**src/rtl/fpu_add_sequencer.sv**
```systemverilog
// Multi-cycle double-precision adder: IDLE -> ALIGN -> ADD -> NORM (iterative) -> DONE.
// Truncating, no special-case handling of Inf/NaN inputs; subnormal inputs read as zero.
module fpu_add_sequencer #(
  parameter int unsigned CNT_W = 16
) (
  input  logic             clk,
  input  logic             rst,
  input  logic             in_valid,
  output logic             in_ready,
  input  logic [63:0]      a,
  input  logic [63:0]      b,
  output logic             out_valid,
  input  logic             out_ready,
  output logic [63:0]      result,
  output logic [CNT_W-1:0] op_count
);

  localparam logic [2:0] StIdle  = 3'd0;
  localparam logic [2:0] StAlign = 3'd1;
  localparam logic [2:0] StAdd   = 3'd2;
  localparam logic [2:0] StNorm  = 3'd3;
  localparam logic [2:0] StDone  = 3'd4;

  logic [2:0]       state_q, state_d;
  logic [63:0]      a_q, a_d, b_q, b_d;
  logic [10:0]      exp_q, exp_d;
  logic             s1_q, s1_d, s2_q, s2_d;
  logic [52:0]      m1_q, m1_d, m2_q, m2_d;
  logic [53:0]      sum_q, sum_d;
  logic             sign_q, sign_d;
  logic [63:0]      result_q, result_d;
  logic             out_valid_q, out_valid_d;
  logic [CNT_W-1:0] cnt_q, cnt_d;

  // Alignment datapath, only meaningful in StAlign.
  logic [10:0] ea, eb, diff;
  logic [52:0] ma, mb, m_small;
  logic        a_big;

  always_comb begin
    ea      = a_q[62:52];
    eb      = b_q[62:52];
    ma      = (ea == 11'd0) ? 53'd0 : {1'b1, a_q[51:0]};
    mb      = (eb == 11'd0) ? 53'd0 : {1'b1, b_q[51:0]};
    a_big   = (ea >= eb);
    diff    = a_big ? (ea - eb) : (eb - ea);
    m_small = a_big ? mb : ma;
  end

  assign in_ready  = (state_q == StIdle) && !rst;
  assign out_valid = out_valid_q;
  assign result    = result_q;
  assign op_count  = cnt_q;

  always_comb begin
    state_d     = state_q;
    a_d         = a_q;
    b_d         = b_q;
    exp_d       = exp_q;
    s1_d        = s1_q;
    s2_d        = s2_q;
    m1_d        = m1_q;
    m2_d        = m2_q;
    sum_d       = sum_q;
    sign_d      = sign_q;
    result_d    = result_q;
    out_valid_d = out_valid_q;
    cnt_d       = cnt_q;
    case (state_q)
      StIdle: begin
        if (in_valid && in_ready) begin
          a_d     = a;
          b_d     = b;
          state_d = StAlign;
        end
      end
      StAlign: begin
        exp_d   = a_big ? ea : eb;
        s1_d    = a_big ? a_q[63] : b_q[63];
        s2_d    = a_big ? b_q[63] : a_q[63];
        m1_d    = a_big ? ma : mb;
        m2_d    = (diff >= 11'd53) ? 53'd0 : (m_small >> diff);
        state_d = StAdd;
      end
      StAdd: begin
        if (s1_q == s2_q) begin
          sum_d  = {1'b0, m1_q} + {1'b0, m2_q};
          sign_d = s1_q;
        end else if (m1_q >= m2_q) begin
          sum_d  = {1'b0, m1_q} - {1'b0, m2_q};
          sign_d = s1_q;
        end else begin
          sum_d  = {1'b0, m2_q} - {1'b0, m1_q};
          sign_d = s2_q;
        end
        state_d = StNorm;
      end
      StNorm: begin
        // One normalisation step per cycle; terminal cases jump straight to DONE.
        if (sum_q == 54'd0) begin
          result_d    = 64'h0;
          out_valid_d = 1'b1;
          state_d     = StDone;
        end else if (exp_q == 11'h7FF) begin
          result_d    = {sign_q, 11'h7FF, 52'h0};
          out_valid_d = 1'b1;
          state_d     = StDone;
        end else if (exp_q == 11'd0) begin
          result_d    = {sign_q, 63'h0};
          out_valid_d = 1'b1;
          state_d     = StDone;
        end else if (sum_q[53]) begin
          sum_d = sum_q >> 1;
          exp_d = exp_q + 11'd1;
        end else if (!sum_q[52]) begin
          sum_d = sum_q << 1;
          exp_d = exp_q - 11'd1;
        end else begin
          result_d    = {sign_q, exp_q, sum_q[51:0]};
          out_valid_d = 1'b1;
          state_d     = StDone;
        end
      end
      StDone: begin
        if (out_ready) begin
          out_valid_d = 1'b0;
          cnt_d       = cnt_q + {{(CNT_W-1){1'b0}}, 1'b1};
          state_d     = StIdle;
        end
      end
      default: state_d = StIdle;
    endcase
  end

  always_ff @(posedge clk) begin
    if (rst) begin
      state_q     <= StIdle;
      a_q         <= 64'h0;
      b_q         <= 64'h0;
      exp_q       <= 11'h0;
      s1_q        <= 1'b0;
      s2_q        <= 1'b0;
      m1_q        <= 53'h0;
      m2_q        <= 53'h0;
      sum_q       <= 54'h0;
      sign_q      <= 1'b0;
      result_q    <= 64'h0;
      out_valid_q <= 1'b0;
      cnt_q       <= '0;
    end else begin
      state_q     <= state_d;
      a_q         <= a_d;
      b_q         <= b_d;
      exp_q       <= exp_d;
      s1_q        <= s1_d;
      s2_q        <= s2_d;
      m1_q        <= m1_d;
      m2_q        <= m2_d;
      sum_q       <= sum_d;
      sign_q      <= sign_d;
      result_q    <= result_d;
      out_valid_q <= out_valid_d;
      cnt_q       <= cnt_d;
    end
  end

endmodule

```
**config.mk**
```make
export PLATFORM = sky130hd
export DESIGN_NAME = fpu_add_sequencer
export DESIGN_NICKNAME = d
export VERILOG_FILES = /design/src/rtl/fpu_add_sequencer.sv
export SDC_FILE = /design/constraint.sdc
export NUM_CORES = 2
export LEC_CHECK = 0
export CAP_MARGIN = 20
export CORE_MARGIN = 3
export CORE_UTILIZATION = 55
export CTS_BUF_LIST = sky130_fd_sc_hd__clkbuf_8
export DETAILED_ROUTE_END_ITERATION = 8
export MAX_ROUTING_LAYER = met4
export PLACE_DENSITY = 0.85
export SLEW_MARGIN = 20
export SYNTH_ARGS = -nofsm -noshare
export SYNTH_HDL_FRONTEND = slang
export SYNTH_SLANG_ARGS = --single-unit
```
**constraint.sdc**
```tcl
create_clock -name clk -period 11.9 [get_ports clk]
set_clock_uncertainty 0.05 [all_clocks]
set_input_delay 1.785 -clock clk [delete_from_list [all_inputs] [get_ports clk]]
set_output_delay 1.785 -clock clk [all_outputs]
set_load 0.02 [all_outputs]
```
==> summary.md <==
| Metric | Value |
|---|---|
| CP required | `10.07 ns` |
| Hold_buf cts | `0` |
| Area growth syn-to-layout | `12.53%` |
| Post-DP Area | `32080 um^2` |
| Die area | `57040 um^2` |
| Clock root buffer | `clkbuf_8` |
| Status | `finished, final reports clean` |
| Number of post-CTS setup repair buffers | `0` |
| CP max-delay cell | `clkdlybuf4s50_1` |
| Core area | `53080 um^2` |
| Worst skew pair latency | `0.68 ns` |
| Max Cap Viol | `0` |
| First-pass GRT wire length | `166.0 mm` |
| GR Util All Layers | `37.40%` |
| Clock transition at path regs | `0.06 ns` |
| Syn Std Cell Area | `29820 um^2` |
| Site Rows | `84` |
| Worst r2r path cells | `13` |
| Dpl hpwl | `81.26 mm` |
| Critical Path AT | `3.48 ns` |
| Slew Limit Fails | `0` |
| Fraction of layout cells with a size suffix above 1 | `6.004%` |
| Yosys top cell area share | `25.92%` |
| Final WL | `107.8 mm` |
| Yosys warns | `0` |
| Critical R2R Capture | `m2_q[19]` |
| Kind of critical path | `input port to primary output` |
| Max_slew headroom | `22.98%` |
| Hold Crit Class | `flop to flop` |
| Initial antenna violation count | `0` |
| Hold slack | `0.3964 ns` |
| CP endpoint | `in_ready` |
| Pwr per Cell Area | `194.8 nW/um^2` |
| Leakage | `13.61 nW` |
| Gpl congestion | `1.036` |
| Worst R2R Setup Slack | `6.65 ns` |
| DR pass1 iterations | `8` |
| Vias/cell | `6.603` |
| Post-layout instance area | `33550 um^2` |
| Least-Margin Pin Slew | `1.140 ns` |
| Vias in the first global route | `29197` |
| Synth area leaders | `dfxtp_1, ha_1, nand2_1` |
| Dpl ws | `6.580 ns` |
| Clock Sink Count | `386` |
| Worst-path maximum fanout | `50` |
| Resized Gates After CTS | `0` |
| # placed instances | `4733` |
| Final period util | `44.68%` |
| Post-Syn Area per Cell | `7.262 um^2` |
| Async S/R FF share, synth | `0%` |
| Largest net degree at the start of global routing | `124` |
| CTS max path bufs | `3` |
| Die Span Y | `238.8 um` |
| Worst setup path startpoint | `rst` |
| Final #Nets | `4444` |
| Overflow after GRT | `0` |
| Syn Nets | `4434` |
| Sequential share of the synthesized area | `25.92%` |
| Crit path cell chain | `buf_6 > nor4_1 > clkdlybuf4s50_1` |
| CP Launch Type | `input port` |
| CTS buffer count | `68` |
| CTS tree | `done` |
| Ports | `214` |
| Setup TNS | `0 ns` |
| RSZ-0062 raised after global routing | `false` |
| Fin cells | `4852` |
| Overall power | `6.536 mW` |
| # H-tree levels | `3` |
| Routed Antenna Nets | `0` |
| Max VDD drop | `174.7 uV` |
| Starting Density | `56.18%` |
| DR iter-0 viols | `4264` |
| Critical Path Sink Type | `primary output` |
| Post-synth EDFFs | `0` |
| Synth Register Bits | `386` |
| Wire per inst | `22.22 um` |
| Synth Instances | `4106` |
| PnR worst setup slack | `6.584 ns` |
| DRC violations left | `0` |
| Critical Path Max Stage Delay | `0.75 ns` |
| Die width | `238.8 um` |
| Primary FF master, synth | `dfxtp_1` |
| Minimum clock period | `5.317 ns` |
| Netlist cell types | `83` |
| Routed via count | `32037` |
| Port Buffers | `213` |
| Max Freq | `0.1881 GHz` |
| Ant diodes | `0` |
| Final Hold Viols | `0` |
| Setup Viol. Count Final | `0` |
| R2R Path Start | `a_q[60]` |
| Core Util, Final | `63.22%` |
| Yosys top cell by area | `dfxtp_1` |
==> per-layer routing <==
metal / vias up / wire, um / part of all wire (%) / GRT usage (%)
met5: - / 0 / 0 / -
met4: 0 / 4536 / 4.2 / 14.59
met3: 291 / 10980 / 10 / 6.437
met2: 1861 / 46540 / 43 / 55.00
met1: 15027 / 45770 / 42 / 51.21
li1: 14858 / - / - / -
==> final cells by class <==
cell class,count,area (um^2)
inverter,214,804.5
timing repair buffer,256,2485
clock buffer,89,1225
clock inverter,29,224.0
multi-input combinational,3190,20230
sequential,386,7729
tap,688,860.8
fill,4833,19520
==> registers in the layout (all words and copies together), names as in the netlist, 3 cells and up <==
signal,count
a_q,64
b_q,64
result,64
sum_q,54
m1_q,53
m2_q,53
op_count,16
exp_q,11
state_q,3
==> how the worst min path moves through the flow <==
stage	startpoint	endpoint	slack, ns	cells after the start
after CTS	result[32]	result[32]	0.40	2
after floorplan	b_q[63]	b_q[63]	0.40	2
after detailed placement	result[32]	result[32]	0.39	2
after global placement	result[32]	result[32]	0.39	2
after global routing	result[18]	result[18]	0.42	2
final	result[32]	result[32]	0.40	2
==> logic make-up (layout without fill, tap and decap cells) <==
kind of cell / count (synthesis) / count (layout) / share of synthesized area, %
adders and majority gates: 196 / 196 / 8.376
AOI/OAI and AO/OA: 1249 / 1249 / 27.32
buffers and inverters: 530 / 588 / 6.891
muxes: 197 / 197 / 7.067
DFF: 386 / 386 / 25.92
xor gates and xnor gates: 92 / 92 / 2.702
and+or+nand+nor: 1456 / 1456 / 21.72
==> report_power, final <==
| part | switching [mW] | leakage (nW) | total [mW] | internal (mW) |
|---|---|---|---|---|
| clock | 0.588 | 0.791 | 1.32 | 0.736 |
| combinational | 2.49 | 9.67 | 3.65 | 1.16 |
| sequential | 0.149 | 3.14 | 1.56 | 1.41 |
| total | 3.22 | 13.6 | 6.54 | 3.31 |
==> Yosys cell counts, types with 11 or more instances <==
library cell	count
or3_1	11
buf_1	31
a311oi_1	13
nand2b_1	30
inv_1	210
nor4_1	46
mux2i_1	145
o21a_1	11
a2111oi_0	11
a221oi_1	90
nor2b_1	21
mux2_2	45
nor3_1	101
o211ai_1	41
o21bai_1	40
a22oi_1	49
xnor2_1	69
dfxtp_1	386
o21ai_0	201
o22ai_1	22
buf_2	41
a221o_1	11
clkbuf_1	240
nand4_1	46
nor2_1	329
a211oi_1	109
and2_1	12
xor2_1	23
and3_1	23
a21oi_1	380
nand2_1	571
ha_1	190
nand3_1	236
a21o_1	35
a31oi_1	73
o31ai_1	52
==> placed cells by master, fill, tap and decap left out, types with 13 or more instances in the layout <==
| master | synthesis | layout |
|---|---|---|
| o21ai_0 | 201 | 201 |
| ha_1 | 190 | 189 |
| nor4_1 | 46 | 46 |
| mux2_2 | 45 | 45 |
| a221oi_1 | 90 | 90 |
| inv_1 | 210 | 222 |
| nand4_1 | 46 | 46 |
| nand3_1 | 236 | 235 |
| o22ai_1 | 22 | 22 |
| a31oi_1 | 73 | 73 |
| o31ai_1 | 52 | 52 |
| xnor2_1 | 69 | 65 |
| a21oi_1 | 380 | 379 |
| o21bai_1 | 40 | 40 |
| nor3_1 | 101 | 101 |
| buf_4 | 1 | 40 |
| clkbuf_8 | 0 | 89 |
| a21o_1 | 35 | 35 |
| nor2_1 | 329 | 325 |
| dfxtp_1 | 386 | 385 |
| mux2i_1 | 145 | 145 |
| a311oi_1 | 13 | 13 |
| clkdlybuf4s50_1 | 0 | 212 |
| and3_1 | 23 | 22 |
| o211ai_1 | 41 | 41 |
| nor2b_1 | 21 | 21 |
| a211oi_1 | 109 | 109 |
| xor2_1 | 23 | 21 |
| nand2_1 | 571 | 568 |
| nand2b_1 | 30 | 28 |
| a22oi_1 | 49 | 49 |
==> critical path: cells and delay by family <==
kind / cells / cell delay [ns]
AND/OR/NAND/NOR: 1 / 0.71
buffers and inverters: 2 / 0.96
(Power assumes the default switching activity.)
